<file path="config.mk">
export PLATFORM = sky130hd
export DESIGN_NAME = jtag_bscan_tap
export DESIGN_NICKNAME = d
export VERILOG_FILES = /design/src/rtl/jtag_pkg.sv /design/src/rtl/jtag_tap_fsm.sv /design/src/rtl/jtag_bscan_tap.sv
export SDC_FILE = /design/constraint.sdc
export NUM_CORES = 1
export LEC_CHECK = 0
export CAP_MARGIN = 30
export CORE_UTILIZATION = 40
export CTS_CLUSTER_SIZE = 30
export DETAILED_ROUTE_END_ITERATION = 7
export GPL_ROUTABILITY_DRIVEN = 0
export SLEW_MARGIN = 20
export SYNTH_ARGS = -nofsm -noshare
export SYNTH_HDL_FRONTEND = slang
export SYNTH_SLANG_ARGS = --single-unit
</file>
<file path="constraint.sdc">
create_clock -name internal_clk -period 2.5 [get_ports internal_clk]
set_clock_uncertainty 0.05 [all_clocks]
set_input_delay 0.375 -clock internal_clk [delete_from_list [all_inputs] [get_ports internal_clk]]
set_output_delay 0.375 -clock internal_clk [all_outputs]
set_load 0.1 [all_outputs]
</file>
<file path="src/rtl/jtag_pkg.sv">
// Shared TAP state encoding, instruction opcodes and data-register decode.
// Build option JTAG_BSCAN_IDCODE_EN adds the IDCODE register and makes it the reset instruction.
package jtag_pkg;

  typedef enum logic [3:0] {
    TEST_LOGIC_RESET,
    RUN_TEST_IDLE,
    SELECT_DR_SCAN,
    CAPTURE_DR,
    SHIFT_DR,
    EXIT1_DR,
    PAUSE_DR,
    EXIT2_DR,
    UPDATE_DR,
    SELECT_IR_SCAN,
    CAPTURE_IR,
    SHIFT_IR,
    EXIT1_IR,
    PAUSE_IR,
    EXIT2_IR,
    UPDATE_IR
  } tap_state_t;

  typedef enum logic [1:0] {
    DR_BYPASS,
    DR_BOUNDARY,
    DR_IDCODE
  } dr_sel_t;

  localparam int IR_WIDTH = 4;

  localparam logic [IR_WIDTH-1:0] OP_EXTEST         = 4'b0001;
  localparam logic [IR_WIDTH-1:0] OP_SAMPLE_PRELOAD = 4'b0010;
  localparam logic [IR_WIDTH-1:0] OP_IDCODE         = 4'b0011;
  localparam logic [IR_WIDTH-1:0] OP_BYPASS         = 4'b1111;
  localparam logic [IR_WIDTH-1:0] IR_CAPTURE        = 4'b0101;

`ifdef JTAG_BSCAN_IDCODE_EN
  localparam logic [IR_WIDTH-1:0] IR_RESET = OP_IDCODE;
`else
  localparam logic [IR_WIDTH-1:0] IR_RESET = OP_BYPASS;
`endif

  // Undefined opcodes (and IDCODE when the register is absent) fall back to BYPASS.
  function automatic dr_sel_t decode_dr(input logic [IR_WIDTH-1:0] op);
    dr_sel_t sel;
    sel = DR_BYPASS;
    if (op == OP_EXTEST || op == OP_SAMPLE_PRELOAD) begin
      sel = DR_BOUNDARY;
    end
`ifdef JTAG_BSCAN_IDCODE_EN
    else if (op == OP_IDCODE) begin
      sel = DR_IDCODE;
    end
`endif
    return sel;
  endfunction

endpackage

</file>
<file path="src/rtl/jtag_tap_fsm.sv">
// IEEE 1149.1 TAP state register advanced by the synchronised TCK strobe,
// plus per-strobe capture/shift/update pulses for the IR and DR paths.
module jtag_tap_fsm
  import jtag_pkg::*;
(
  input  logic       clk,
  input  logic       rst_n,
  input  logic       tck_en,
  input  logic       tms,
  output tap_state_t state,
  output logic       capture_ir,
  output logic       shift_ir,
  output logic       update_ir,
  output logic       capture_dr,
  output logic       shift_dr,
  output logic       update_dr,
  output logic       tlr_enter
);

  tap_state_t state_q, state_d;
  logic       armed_q, armed_d;
  logic       strobe;

  // The first clock after reset release never acts on a strobe.
  assign strobe = tck_en & armed_q;
  assign state  = state_q;

  always_ff @(posedge clk or negedge rst_n) begin
    if (!rst_n) begin
      state_q <= TEST_LOGIC_RESET;
      armed_q <= 1'b0;
    end else begin
      state_q <= state_d;
      armed_q <= armed_d;
    end
  end

  always_comb begin
    armed_d    = 1'b1;
    state_d    = state_q;
    capture_ir = 1'b0;
    shift_ir   = 1'b0;
    update_ir  = 1'b0;
    capture_dr = 1'b0;
    shift_dr   = 1'b0;
    update_dr  = 1'b0;
    tlr_enter  = 1'b0;
    if (strobe) begin
      case (state_q)
        TEST_LOGIC_RESET: state_d = tms ? TEST_LOGIC_RESET : RUN_TEST_IDLE;
        RUN_TEST_IDLE:    state_d = tms ? SELECT_DR_SCAN   : RUN_TEST_IDLE;
        SELECT_DR_SCAN:   state_d = tms ? SELECT_IR_SCAN   : CAPTURE_DR;
        CAPTURE_DR:       state_d = tms ? EXIT1_DR         : SHIFT_DR;
        SHIFT_DR:         state_d = tms ? EXIT1_DR         : SHIFT_DR;
        EXIT1_DR:         state_d = tms ? UPDATE_DR        : PAUSE_DR;
        PAUSE_DR:         state_d = tms ? EXIT2_DR         : PAUSE_DR;
        EXIT2_DR:         state_d = tms ? UPDATE_DR        : SHIFT_DR;
        UPDATE_DR:        state_d = tms ? SELECT_DR_SCAN   : RUN_TEST_IDLE;
        SELECT_IR_SCAN:   state_d = tms ? TEST_LOGIC_RESET : CAPTURE_IR;
        CAPTURE_IR:       state_d = tms ? EXIT1_IR         : SHIFT_IR;
        SHIFT_IR:         state_d = tms ? EXIT1_IR         : SHIFT_IR;
        EXIT1_IR:         state_d = tms ? UPDATE_IR        : PAUSE_IR;
        PAUSE_IR:         state_d = tms ? EXIT2_IR         : PAUSE_IR;
        EXIT2_IR:         state_d = tms ? UPDATE_IR        : SHIFT_IR;
        UPDATE_IR:        state_d = tms ? SELECT_DR_SCAN   : RUN_TEST_IDLE;
        default:          state_d = TEST_LOGIC_RESET;
      endcase
      capture_ir = (state_q == CAPTURE_IR);
      shift_ir   = (state_q == SHIFT_IR);
      update_ir  = (state_q == UPDATE_IR);
      capture_dr = (state_q == CAPTURE_DR);
      shift_dr   = (state_q == SHIFT_DR);
      update_dr  = (state_q == UPDATE_DR);
      tlr_enter  = (state_d == TEST_LOGIC_RESET);
    end
  end

endmodule

</file>
<file path="src/rtl/jtag_bscan_tap.sv">
// Boundary-scan TAP between GPIO pads and core: IR, BYPASS, optional IDCODE, 2*GPIO_COUNT chain.
// Build option JTAG_BSCAN_IDCODE_EN enables the IDCODE register.
module jtag_bscan_tap
  import jtag_pkg::*;
#(
  parameter int          GPIO_COUNT   = 4,
  parameter logic [31:0] IDCODE_VALUE = 32'h1000_0001
) (
  input  logic                  internal_clk,
  input  logic                  jtag_rstn,
  input  logic                  jtag_tck_enable,
  input  logic                  jtag_mode,
  input  logic                  jtag_tdi,
  output logic                  jtag_tdo,
  input  logic [GPIO_COUNT-1:0] gpio_pad_in,
  output logic [GPIO_COUNT-1:0] gpio_pad_out,
  input  logic [GPIO_COUNT-1:0] core_gpio_out,
  output logic [GPIO_COUNT-1:0] core_gpio_in,
  output logic                  jtag_extest_active
);

  localparam int BSR_LEN = 2 * GPIO_COUNT;

  tap_state_t tap_state;
  logic       capture_ir, shift_ir, update_ir;
  logic       capture_dr, shift_dr, update_dr, tlr_enter;
  dr_sel_t    dr_sel;
  logic       extest;

  logic [IR_WIDTH-1:0] ir_shift_q, ir_shift_d;
  logic [IR_WIDTH-1:0] ir_q, ir_d;
  logic [BSR_LEN-1:0]  bsr_shift_q, bsr_shift_d;
  logic [BSR_LEN-1:0]  bsr_upd_q, bsr_upd_d;
  logic                bypass_q, bypass_d;
  logic                tdo_q, tdo_d;
`ifdef JTAG_BSCAN_IDCODE_EN
  logic [31:0]         id_shift_q, id_shift_d;
`else
  logic                unused_idcode;
  assign unused_idcode = ^IDCODE_VALUE;
`endif

  jtag_tap_fsm u_tap_fsm (
    .clk        (internal_clk),
    .rst_n      (jtag_rstn),
    .tck_en     (jtag_tck_enable),
    .tms        (jtag_mode),
    .state      (tap_state),
    .capture_ir (capture_ir),
    .shift_ir   (shift_ir),
    .update_ir  (update_ir),
    .capture_dr (capture_dr),
    .shift_dr   (shift_dr),
    .update_dr  (update_dr),
    .tlr_enter  (tlr_enter)
  );

  assign dr_sel = decode_dr(ir_q);
  assign extest = (ir_q == OP_EXTEST);

  always_ff @(posedge internal_clk or negedge jtag_rstn) begin
    if (!jtag_rstn) begin
      ir_shift_q  <= '0;
      ir_q        <= IR_RESET;
      bsr_shift_q <= '0;
      bsr_upd_q   <= '0;
      bypass_q    <= 1'b0;
      tdo_q       <= 1'b0;
`ifdef JTAG_BSCAN_IDCODE_EN
      id_shift_q  <= '0;
`endif
    end else begin
      ir_shift_q  <= ir_shift_d;
      ir_q        <= ir_d;
      bsr_shift_q <= bsr_shift_d;
      bsr_upd_q   <= bsr_upd_d;
      bypass_q    <= bypass_d;
      tdo_q       <= tdo_d;
`ifdef JTAG_BSCAN_IDCODE_EN
      id_shift_q  <= id_shift_d;
`endif
    end
  end

  // All serial paths shift toward bit 0, with TDI entering the top bit.
  always_comb begin
    ir_shift_d  = ir_shift_q;
    ir_d        = ir_q;
    bsr_shift_d = bsr_shift_q;
    bsr_upd_d   = bsr_upd_q;
    bypass_d    = bypass_q;
`ifdef JTAG_BSCAN_IDCODE_EN
    id_shift_d  = id_shift_q;
`endif
    if (capture_ir) ir_shift_d = IR_CAPTURE;
    if (shift_ir)   ir_shift_d = {jtag_tdi, ir_shift_q[IR_WIDTH-1:1]};
    if (update_ir)  ir_d       = ir_shift_q;
    if (capture_dr) begin
      case (dr_sel)
        DR_BOUNDARY: bsr_shift_d = {core_gpio_out, gpio_pad_in};
`ifdef JTAG_BSCAN_IDCODE_EN
        DR_IDCODE:   id_shift_d  = IDCODE_VALUE | 32'h0000_0001;
`endif
        default:     bypass_d    = 1'b0;
      endcase
    end
    if (shift_dr) begin
      case (dr_sel)
        DR_BOUNDARY: bsr_shift_d = {jtag_tdi, bsr_shift_q[BSR_LEN-1:1]};
`ifdef JTAG_BSCAN_IDCODE_EN
        DR_IDCODE:   id_shift_d  = {jtag_tdi, id_shift_q[31:1]};
`endif
        default:     bypass_d    = jtag_tdi;
      endcase
    end
    if (update_dr && dr_sel == DR_BOUNDARY) bsr_upd_d = bsr_shift_q;
    if (tlr_enter) begin
      ir_d      = IR_RESET;
      bsr_upd_d = '0;
    end
  end

  always_comb begin
    tdo_d = 1'b0;
    if (tap_state == SHIFT_IR) begin
      tdo_d = ir_shift_q[0];
    end else if (tap_state == SHIFT_DR) begin
      case (dr_sel)
        DR_BOUNDARY: tdo_d = bsr_shift_q[0];
`ifdef JTAG_BSCAN_IDCODE_EN
        DR_IDCODE:   tdo_d = id_shift_q[0];
`endif
        default:     tdo_d = bypass_q;
      endcase
    end
  end

  assign jtag_tdo           = tdo_q;
  assign jtag_extest_active = extest;
  assign gpio_pad_out       = extest ? bsr_upd_q[BSR_LEN-1:GPIO_COUNT] : core_gpio_out;
  assign core_gpio_in       = extest ? bsr_upd_q[GPIO_COUNT-1:0]       : gpio_pad_in;

endmodule

</file>
== Word level (Yosys, flattened, before mapping) ==
Index checks and enable logic that the tools add are counted.
Widths: inputs -> output; s select.

* Add/subtract/negate cells: 0
* $mul: 0
* Divide/modulo/power cells: 0
* Order comparisons: 0
* Eq/ne operators: 18
* Shift-type cells: 0
* Mux-type cells: 41
* Bitwise logic cells: 1
* Reduce and logical (&&, ||, !) cells: 10

{| class="wikitable"
|+ Operators with widths
! kind !! number
|-
| $mux 8 || 6
|-
| $pmux 4 s12 || 1
|-
| $mux 4 || 11
|-
| $eq 4x4->1 const B || 8
|-
| $mux 1 || 18
|-
| $eq 4x3->1 const B || 4
|-
| $eq 4x2->1 const B || 3
|-
| $eq 4x1->1 const B || 2
|-
| $logic_not 4->1 || 2
|-
| $mux 2 || 3
|-
| $mux 3 || 2
|-
| $reduce_bool 2->1 || 3
|-
| $reduce_or 2->1 || 2
|-
| $reduce_or 3->1 || 1
|-
| $and 1x1->1 || 1
|-
| $eq 1x1->1 const B || 1
|-
| $logic_and 1x1->1 || 1
|-
| $logic_or 1x1->1 || 1
|}

* Register bits: 31
* Bits in latches: 0
* Bits in writable memories: 0
* Bits in read-only memories: 0
* Output and inout port bits: 10
* Word-level logic and storage cells: 78
* Memories kept: 0

== Depth between registers and ports, before layout ==
Gate-level depths: netlist of run 1.

* Depth after elaboration: 8
* Mapped depth: 5
* Mapped depth without buffers: 4

== Cells and area by module ==
Synthesis of run 1 repeated with hierarchy kept, for this count alone.

* Cell total of the unflattened synthesis: 198
* Area, all modules: 1923.1 um^2

{| class="wikitable"
|+ Modules (own cells, without submodules)
! module !! times used !! cells an instance !! area each (um^2) !! sequential area each (um^2)
|-
| jtag_bscan_tap || 1 || 137 || 1450.1 || 655.6
|-
| jtag_tap_fsm || 1 || 61 || 473.0 || 125.1
|}

== Worst setup path after synthesis of run 1 ==
Ideal clock, no wire load.

* Path type: register to output
* Start: reg ir_q[0]
* End: out core_gpio_in[0]
* Arrival: 2589 ps
* Slack: -514 ps
* Stages on the path, launching flop included: 3
* Buffers on the path: 0
* Cell sequence: dfstp_2 -> nor4b_4 -> mux2_2

* Cells in the longest elaborated chain, start to end: 2

{| class="wikitable"
|+ Ends and longest elaborated chain
! what !! line !! source
|-
| start: declaration || jtag_bscan_tap.sv:31 || <nowiki>logic [IR_WIDTH-1:0] ir_q, ir_d;</nowiki>
|-
| start signal: assignment || jtag_bscan_tap.sv:74 || <nowiki>ir_q <= ir_d;</nowiki>
|-
| $eq 4x1->1 || jtag_bscan_tap.sv:59 || <nowiki>assign extest = (ir_q == OP_EXTEST);</nowiki>
|-
| named net jtag_extest_active || jtag_bscan_tap.sv:19 || <nowiki>output logic jtag_extest_active</nowiki>
|-
| $mux 4 || jtag_bscan_tap.sv:141 || <nowiki>assign core_gpio_in = extest ? bsr_upd_q[GPIO_COUNT-1:0] : gpio_pad_in;</nowiki>
|-
| end: declaration || jtag_bscan_tap.sv:18 || <nowiki>output logic [GPIO_COUNT-1:0] core_gpio_in,</nowiki>
|}

The timed path passes the listed nets, and every way through them passes these cells.

== Worst setup path in the final report of run 1 ==
* Start: reg ir_q[0]
* End: out gpio_pad_out[2]

* Cells in the longest elaborated chain, start to end: 2

{| class="wikitable"
|+ Ends and longest elaborated chain
! what !! line !! source
|-
| $eq 4x1->1 || jtag_bscan_tap.sv:59 ||
|-
| $mux 4 || jtag_bscan_tap.sv:140 || <nowiki>assign gpio_pad_out = extest ? bsr_upd_q[BSR_LEN-1:GPIO_COUNT] : core_gpio_out;</nowiki>
|-
| end: declaration || jtag_bscan_tap.sv:16 || <nowiki>output logic [GPIO_COUNT-1:0] gpio_pad_out,</nowiki>
|}

Every way passes these cells.

==> reports/metrics.yaml, run 1 <==
timing:
  period_needed_ps: 2310
  worstMarginPinSlew_ps: 670
  drv_slew: 0
  hold_violations: 0
  slew-limit-headroom: 0.552
  fmax_mhz: 433
  fin_crit_sh: 0.924
  rsz0062_at_grt: "no"
  setup_violations: 0
  fin_ws_ps: 191
die:
  start_util: 0.429
  die_h_um: 68.7
  die-width_um: 68.7
  die_area_um2: 4720
  core_um2: 4140
  io_pins: 23
  std_cell_rows: 23
placement:
  dp_slack_ps: 485
  placed_area_um2: 2160
  dp_hpwl_um: 2720
  port_buffers: 22
synth:
  synthCells: 173
  synth_nets: 186
  synth_area_um2: 1780
  synth_top_family_by_area: "simple AND/OR/NAND/NOR gates"
  synthAdderAreaFrac: 0
  synthArstFlopShare: 1.00
  synth_warnings: 0
  synthFlopType: "dfrtp_1"
  synth-compound-area-share: 0.131
  synth_edf_count: 0
  ys_ff_latch: 31
  yosys.area_share.simple: 0.222
  yosysSeqAreaShare: 0.439
  synth_mux_area_frac: 0.163
  ys_types: 38
  avgSynthCellArea_um2: 10.3
  synthXorXnorAreaFrac: 0.0155
clock_tree:
  tritoncts: "done"
  clk_pin_slew_ps: 70
  cts_num_sinks: 31
  worstSkewPairLatency_ps: 290
  postCtsSetupBuffers: 0
  holdBufCountCts: 0
  ctsHtreeMaxLevel: 2
  cts_buffers: 5
  clk_path_buf_depth: 2
  cts_root_buf: "clkbuf_8"
  cts_resized: 0
setup_path:
  cp-end-kind: "output port"
  required_ps: 2080
  crit_arrival_ps: 1880
  crit_path_max_fanout: 9
  worstSetupStartpointType: "flip-flop"
  critical_path_class: "reg2out"
power:
  p_sw_mw: 0.944
  leakage_nw: 1.11
  pwr-share-clk: 0.221
  powerDensity_nw_per_um2: 1020
  swShare: 0.407
  power_frac_comb: 0.382
  seq_power_share: 0.397
  ir_worst_vdd_mv: 0.664
  internal-power_mw: 1.38
global_routing:
  grt_pass1_vias: 1279
  grt_usage: 0.187
  grt_util_met3: 0.0526
  antenna_found_initial: 0
  overflow: 0
  grt_use_met2: 0.263
  grt_pass1_wl_um: 6200
  grt_busiest_layer: "met1"
  grt_max_degree: 32
  use_met1: 0.267
status:
  run_status: "completed"
layout:
  layout_commonest_cell: "dfrtp_1"
  nets: 213
  drive_above_1_share: 0.229
  syn2layout_area_growth_pct: 28.1
  diodes: 0
  layout_common_cells: "dfrtp_1 (27), mux2i_1 (20), nand2_1 (19)"
  fillers: 371
  design_area_um2: 2280
routing:
  drt-total-wl_um: 3900
  viasPerCell: 5.41
  wl_per_cell_um: 15.5
  drt_iter0_markers: 63
  antenna_left: 0
  drc: 0
  firstDrtPassIters: 5
  vias: 1359
job:
  max_cap_violations: 0
min_path:
  hp-class: "in2async"
[per-stage QoR]
step | total power, mW | setup TNS [ps] | instances | utilization | hold slack, ps
6_report | 2.32 | 0 | 251 | 0.550 | 435
2_1_floorplan | 1.55 | -4110 | 173 | - | 29.4
5_1_grt | 2.45 | 0 | 251 | 0.550 | 476
3_3_place_gp | 1.79 | 0 | 243 | 0.521 | 427
4_1_cts | 2.34 | 0 | 251 | 0.550 | 441
3_5_place_dp | 1.82 | 0 | 243 | 0.521 | 451
[layout make-up]
| cell class | count | area, µm² | share of cell area |
|---|---|---|---|
| clock inverters | 2 | 35.0 | 0.0154 |
| multi-input cells | 130 | 950 | 0.417 |
| inverters | 4 | 15.0 | 0.00659 |
| well taps | 50 | 62.6 | 0.0275 |
| flip-flops and latches | 31 | 781 | 0.343 |
| clock buffers | 6 | 82.6 | 0.0362 |
| repair buffers | 28 | 353 | 0.155 |
[power groups by stage]
stage,sequential [mW],clock [mW],combinational (mW)
final,0.921,0.512,0.886
after global routing,0.951,0.544,0.959
after CTS,0.920,0.528,0.891
after detailed placement,0.929,0,0.887
after global placement,0.920,0,0.868
after floorplan,0.870,0,0.677
[worst max-delay path: stages (launching register included)]
cell     delay [ps]
dfstp_2         600
nor4b_4         200
buf_4           230
mux2_2          380
buf_12          170
[cell families after synthesis]
kind of cell              Yosys count
muxes                              28
other                               1
AOI/OAI and AO/OA                  37
and+or+nand+nor                    63
DFF                                31
buffers and inverters              12
xor gates and xnor gates            1
[Yosys cell counts, types with 2 or more instances]
library cell / instances / area share
dfstp_2: 4 / 0.059
nand4_4: 3 / 0.036
clkbuf_1: 6 / 0.013
nand2_1: 19 / 0.040
buf_2: 2 / 0.0056
nand3_1: 3 / 0.0084
nand4_1: 2 / 0.0070
o211ai_1: 3 / 0.013
nand2b_1: 4 / 0.014
a21oi_1: 14 / 0.039
nor2b_1: 5 / 0.018
and2_1: 2 / 0.0070
mux2_2: 8 / 0.051
o22ai_1: 3 / 0.011
nor2_1: 17 / 0.036
o21ai_0: 8 / 0.023
inv_1: 4 / 0.0084
dfrtp_1: 27 / 0.38
mux2i_1: 20 / 0.11
[worst paths after layout]
path,start,to,slack (ps),depth (start not counted)
min in group internal_clk,bypass_q$_DFF_PN0_,bypass_q$_DFF_PN0_,450,1
min,jtag_rstn,ir_shift_q[1]$_DFFE_PN0P_,430,2
max reg2reg,u_tap_fsm.state[2]$_DFFE_PN0P_,bsr_upd_q[6]$_DFFE_PN0P_,580,4
max,ir_q[0]$_DFFE_PN1P_,gpio_pad_out[2],190,4
min reg2reg,bypass_q$_DFF_PN0_,bypass_q$_DFF_PN0_,450,1
max in group asynchronous,jtag_rstn,ir_q[3]$_DFFE_PN1P_,1630,2
[flip-flops by register name, indices dropped and copies added (netlist names)]
register / cells
bsr_shift_q: 8
bsr_upd_q: 8
bypass_q: 1
ir_q: 4
ir_shift_q: 4
jtag_tdo: 1
u_tap_fsm.armed_q: 1
u_tap_fsm.state: 4
[per-layer routing]
layer	vias up	part of all wire
li1	679	-
met1	635	0.49
met5	-	0
met2	38	0.45
met4	0	0.015
met3	7	0.046
Power figures use the tool's default switching activity.
==> run 2: changes to the inputs <==
--- a/config.mk
+++ b/config.mk
@@ -10,6 +10,7 @@
 export CTS_CLUSTER_SIZE = 30
 export DETAILED_ROUTE_END_ITERATION = 7
 export GPL_ROUTABILITY_DRIVEN = 0
+export PLACE_DENSITY = 0.64
 export SLEW_MARGIN = 20
 export SYNTH_ARGS = -nofsm -noshare
 export SYNTH_HDL_FRONTEND = slang
==> run 2 against run 1 <==
Effect of this change:
- first-iteration DRC count increased by 16%
- global-route usage is 0.43 points lower
- clock power down 26%
- count of clock-buffer cells in the layout did not move
- total power is 6.7% lower
- combinational power decreased by 6.2%
- sequential power up 3.6%
- worst hold slack improved by 6.6 ps
- via count up 1.6%
- fmax up 0.25%
- critical path depth unchanged
- critical path type unchanged
- critical endpoint is now core_gpio_in[2]
- largest cell class unchanged
- largest power group unchanged
==> reports/metrics.yaml, run 2 (same netlist as run 1, synthesis figures left out) <==
placement:
  dp_hpwl_um: 2730  # was 2720 µm
  port_buffers: 22  # unchanged
  placed_cells: 240  # was 243
clock_tree:
  tritoncts: "done"  # unchanged
  cts_num_sinks: 31  # unchanged
  worstSkewPairLatency_ps: 270  # was 290 ps
  postCtsSetupBuffers: 0  # unchanged
  clk_path_buf_depth: 2  # unchanged
  holdBufCountCts: 0  # unchanged
  ctsHtreeMaxLevel: 2  # unchanged
  cts_root_buf: "clkbuf_8"  # unchanged
  cts_resized: 0  # unchanged
  clk_pin_slew_ps: 60  # was 70 ps
  cts_buffers: 5  # unchanged
power:
  pwr-share-clk: 0.175  # was 0.221
  power_mw: 2.16  # was 2.32 mW
  p_sw_mw: 0.912  # was 0.944 mW
  powerDensity_nw_per_um2: 973  # was 1020 nW/µm²
  ir_worst_vdd_mv: 0.496  # was 0.664 mV
  leakage_nw: 1.08  # was 1.11 nW
  internal-power_mw: 1.25  # was 1.38 mW
  power_frac_comb: 0.384  # was 0.382
  swShare: 0.421  # was 0.407
  seq_power_share: 0.441  # was 0.397
timing:
  slew-limit-headroom: 0.590  # was 0.552
  setup_violations: 0  # unchanged
  worstMarginPinSlew_ps: 614  # was 670 ps
  fin_crit_sh: 0.922  # was 0.924
  fmax_mhz: 434  # was 433 MHz
  drv_slew: 0  # unchanged
  hold_violations: 0  # unchanged
  period_needed_ps: 2300  # was 2310 ps
  rsz0062_at_grt: "no"  # unchanged
setup_path:
  crit_arrival_ps: 1880  # about the same
  cp-end-kind: "output port"  # unchanged
  reg2reg_from: "u_tap_fsm.state[0]$_DFFE_PN0P_"  # was u_tap_fsm.state[2]$_DFFE_PN0P_
  worstSetupStartpointType: "flip-flop"  # unchanged
  crit_path_max_fanout: 9  # unchanged
  r2r_slack_ps: 570  # was 580 ps
  startpoint: "ir_q[0]$_DFFE_PN1P_"  # unchanged
  required_ps: 2080  # about the same
  critical_path_class: "reg2out"  # unchanged
min_path:
  hp-class: "in2async"  # unchanged
layout:
  top_regs: "bsr_shift_q x8, bsr_upd_q x8"  # unchanged
  drive_above_1_share: 0.213  # was 0.229
  syn2layout_area_growth_pct: 25.2  # was 28.1%
  nets: 210  # was 213
  diodes: 0  # unchanged
  final_cells: 247  # was 251
  fin_util: 0.537  # was 0.550
  layout_commonest_cell: "dfrtp_1"  # unchanged
  multiInputGateArea_um2: 950  # unchanged
  register_area_um2: 781  # unchanged
  fillers: 372  # was 371
  layout_common_cells: "dfrtp_1 (27), mux2i_1 (20), nand2_1 (19)"  # unchanged
die:
  die_h_um: 68.7  # unchanged
  core_um2: 4140  # unchanged
  start_util: 0.429  # unchanged
  std_cell_rows: 23  # unchanged
  die-width_um: 68.7  # unchanged
  die_area_um2: 4720  # unchanged
  io_pins: 23  # unchanged
global_routing:
  grt_max_degree: 32  # unchanged
  grt_pass1_wl_um: 6200  # about the same
  grt_usage: 0.183  # was 0.187
  grt_pass1_vias: 1288  # was 1279
  antenna_found_initial: 0  # unchanged
  overflow: 0  # unchanged
job:
  max_cap_violations: 0  # unchanged
routing:
  drt_iter0_markers: 73  # was 63
  firstDrtPassIters: 4  # was 5
  vias: 1381  # was 1359
  drt-total-wl_um: 3720  # was 3900 µm
  wl_per_cell_um: 15.0  # was 15.5 µm
  antenna_left: 0  # unchanged
  drc: 0  # unchanged
  viasPerCell: 5.59  # was 5.41
status:
  run_status: "completed"  # unchanged
-- run 2: power by group through the flow --
| stage | logic, mW | registers [mW] | clock network (mW) |
|---|---|---|---|
| floorplan | 0.677 | 0.870 | 0 |
| global placement | 0.821 | 0.945 | 0 |
| detailed placement | 0.837 | 0.958 | 0 |
| CTS | 0.838 | 0.950 | 0.391 |
| global route | 0.904 | 0.989 | 0.419 |
| finish | 0.831 | 0.954 | 0.379 |
-- run 2: path summary, 6_finish.rpt --
check                                      endpoint  depth (start not counted)
setup / recovery                    core_gpio_in[2]                          4
hold reg to reg                  bypass_q$_DFF_PN0_                          1
max in group asynchronous       ir_q[3]$_DFFE_PN1P_                          2
min in group internal_clk        bypass_q$_DFF_PN0_                          1
hold / removal             bsr_upd_q[4]$_DFFE_PN0P_                          2
setup reg to reg           bsr_shift_q[7]$_DFF_PN0_                          4
-- run 2: critical path, cell delays in order (launching register included) --
cell and delay, ps:
dfstp_2 600, nor4b_4 210, buf_4 240, mux2_2 390, buf_12 170
-- run 2: layout make-up --
| cell class | instances | share of cell area |
|---|---|---|
| Multi-Input combinational cell | 130 | 0.427 |
| Sequential cell | 31 | 0.351 |
| Timing Repair Buffer | 25 | 0.148 |
| Clock buffer | 6 | 0.0371 |
| Tap cell | 50 | 0.0281 |
| Inverter | 4 | 0.00675 |
| Clock inverter | 1 | 0.00225 |
-- run 2: through the flow --
stage | hold WS, ps | cell area, µm² | setup WS, ps | TNS, ps
finish | 441 | 2230 | 196 | 0
global route | 479 | 2230 | 119 | 0
floorplan | 29.4 | 1780 | -514 | -4110
global placement | 432 | 2140 | 523 | 0
CTS | 450 | 2230 | 182 | 0
detailed placement | 445 | 2140 | 462 | 0
-- run 2: per-layer routing --
layer / up-vias / track usage / wire length (µm)
met5: - / 0 / 0
met4: 0 / 0.0469 / 23
met3: 4 / 0.0493 / 174
met2: 38 / 0.300 / 1790
met1: 669 / 0.236 / 1730
li1: 670 / - / -
==> run 3: changes to the inputs <==
--- a/config.mk
+++ b/config.mk
@@ -6,11 +6,14 @@
 export NUM_CORES = 1
 export LEC_CHECK = 0
 export CAP_MARGIN = 30
+export CELL_PAD_IN_SITES_DETAIL_PLACEMENT = 1
+export CELL_PAD_IN_SITES_GLOBAL_PLACEMENT = 1
 export CORE_UTILIZATION = 40
 export CTS_CLUSTER_SIZE = 30
 export DETAILED_ROUTE_END_ITERATION = 7
 export GPL_ROUTABILITY_DRIVEN = 0
-export PLACE_DENSITY = 0.64
+export GPL_TIMING_DRIVEN = 0
+export PLACE_DENSITY = 0.78
 export SLEW_MARGIN = 20
 export SYNTH_ARGS = -nofsm -noshare
 export SYNTH_HDL_FRONTEND = slang
==> run 3 against run 2 <==
Effect of this change:
- flip-flop and latch count did not move
- worst setup slack got worse by 50 ps
- largest cell class unchanged
- clock power barely moved
- largest power group is now combinational cells
- register-to-register slack improved by 20 ps
- critical endpoint unchanged
- final area fell by 4.9%
- via count rose by 3.3%
- sequential share of layout area rose by 1.8 points
==> reports/metrics.yaml, run 3 (same netlist as run 1, synthesis figures left out) <==
die:
  io_pins: 23  # unchanged
  start_util: 0.429  # unchanged
  die-width_um: 68.7  # unchanged
  core_um2: 4140  # unchanged
  die_area_um2: 4720  # unchanged
  std_cell_rows: 23  # unchanged
  die_h_um: 68.7  # unchanged
routing:
  wl_met3_um: 156  # was 174 µm
  met2_wirelength_um: 2100  # was 1790 µm
  drt-total-wl_um: 4290  # was 3720 µm
  viasPerCell: 5.59  # about the same
  antenna_left: 0  # unchanged
  vias: 1426  # was 1381
  drt_iter0_markers: 39  # was 73
  dr.max_layer_used: "met4"  # unchanged
  wl_per_cell_um: 16.8  # was 15.0 µm
  wl_met1_um: 1980  # was 1730 µm
  firstDrtPassIters: 4  # unchanged
  drc: 0  # unchanged
status:
  run_status: "completed"  # unchanged
setup_path:
  crit_path_max_fanout: 5  # was 9
  cp-end-kind: "output port"  # unchanged
  crit_arrival_ps: 1930  # was 1880 ps
  worstSetupStartpointType: "flip-flop"  # unchanged
  required_ps: 2080  # about the same
  critical_path_class: "reg2out"  # unchanged
power:
  leakage_nw: 1.04  # was 1.08 nW
  ir_worst_vdd_mv: 0.496  # about the same
  powerDensity_nw_per_um2: 1020  # was 973 nW/µm²
placement:
  port_buffers: 22  # unchanged
  placed_cells: 245  # was 240
  placed_area_um2: 2060  # was 2140 µm²
  dp_hpwl_um: 3180  # was 2730 µm
global_routing:
  grt_pass1_wl_um: 6760  # was 6200 µm
  overflow: 0  # unchanged
  grt_usage: 0.201  # was 0.183
  grt_max_degree: 32  # unchanged
  antenna_found_initial: 0  # unchanged
  grt_pass1_vias: 1404  # was 1288
clock_tree:
  ctsHtreeMaxLevel: 2  # unchanged
  cts_root_buf: "clkbuf_8"  # unchanged
  tritoncts: "done"  # unchanged
  cts_buffers: 5  # unchanged
  clk_path_buf_depth: 2  # unchanged
  holdBufCountCts: 0  # unchanged
  clk_pin_slew_ps: 70  # was 60 ps
  worstSkewPairLatency_ps: 280  # was 270 ps
  cts_num_sinks: 31  # unchanged
layout:
  layout_commonest_cell: "dfrtp_1"  # unchanged
  diodes: 0  # unchanged
  drive_above_1_share: 0.215  # was 0.213
  register_area_um2: 781  # unchanged
  design_area_um2: 2120  # was 2230 µm²
  layout_common_cells: "dfrtp_1 (27), mux2i_1 (20), nand2_1 (19)"  # unchanged
  multiInputGateArea_um2: 950  # unchanged
  syn2layout_area_growth_pct: 19.0  # was 25.2%
  nets: 217  # was 210
  final_cells: 255  # was 247
  fillers: 481  # was 372
  top_regs: "bsr_shift_q x8, bsr_upd_q x8"  # unchanged
timing:
  setup_violations: 0  # unchanged
  rsz0062_at_grt: "no"  # unchanged
  drv_slew: 0  # unchanged
  hold_violations: 0  # unchanged
  fmax_mhz: 425  # was 434 MHz
  worstMarginPinSlew_ps: 960  # was 614 ps
  period_needed_ps: 2350  # was 2300 ps
  fin_crit_sh: 0.942  # was 0.922
  hold_ws_ps: 87.6  # was 441 ps
  slew-limit-headroom: 0.358  # was 0.590
min_path:
  hp-class: "in2async"  # unchanged
job:
  max_cap_violations: 0  # unchanged
[run 3: changes by cell type in the layout (fill, tap and decap cells not counted), sizes merged]
cell | previous run | this run
clkbuf | 6 | 11
clkinv | 1 | 3
clkdlybuf4s15 | 0 | 1
[run 3: final cells by class]
class,count,share of cell area
tap,50,0.0296
inverter,4,0.00710
timing repair buffer,24,0.0905
sequential,31,0.369
clock inverter,3,0.00710
buffer,8,0.0154
multi-input combinational,130,0.449
clock buffer,5,0.0325
[run 3: metal layers]
metal	GRT usage	vias up
met4	0.0703	0
met3	0.0395	6
li1	-	683
met2	0.321	30
met5	0	-
met1	0.270	707
[run 3: per-stage QoR]
stage               worst slack [ps]  utilization  total power, mW  TNS [ps]
finish                           146        0.511             2.15         0
global route                    71.0        0.511             2.28         0
global placement                -509        0.497             1.74     -4320
detailed placement              -562        0.496             1.79     -4730
floorplan                       -514            -             1.55     -4110
CTS                              117        0.511             2.17         0
[run 3: what timing repair did]
| item | CTS | global route |
|---|---|---|
| hold endpoints to repair | 0 | 0 |
| setup endpoints to repair | 9 | 0 |
| buffers inserted | 2 | 0 |
| resized for setup | 43 | 0 |
[run 3: critical path, cell delays in order (launching register included)]
cell and delay, ps:
dfstp_2 600, nor4b_4 230, buf_4 190, mux2_2 340, buf_2 290
[run 3: final timing paths]
check | start | to | slack [ps] | cells past startpoint
hold reg to reg | bypass_q$_DFF_PN0_ | bypass_q$_DFF_PN0_ | 450 | 1
setup reg to reg | u_tap_fsm.state[2]$_DFFE_PN0P_ | bsr_upd_q[7]$_DFFE_PN0P_ | 590 | 3
hold / removal | jtag_rstn | ir_shift_q[2]$_DFFE_PN0P_ | 90 | 1
setup / recovery | ir_q[0]$_DFFE_PN1P_ | core_gpio_in[2] | 150 | 4
max in group asynchronous | jtag_rstn | bsr_upd_q[6]$_DFFE_PN0P_ | 1860 | 1
min in group internal_clk | bypass_q$_DFF_PN0_ | bypass_q$_DFF_PN0_ | 450 | 1
[run 3: power breakdown]
group	switching, mW	internal, mW	leakage [nW]
registers	0.182	0.685	0.396
logic	0.590	0.318	0.595
clock network	0.186	0.190	0.0477
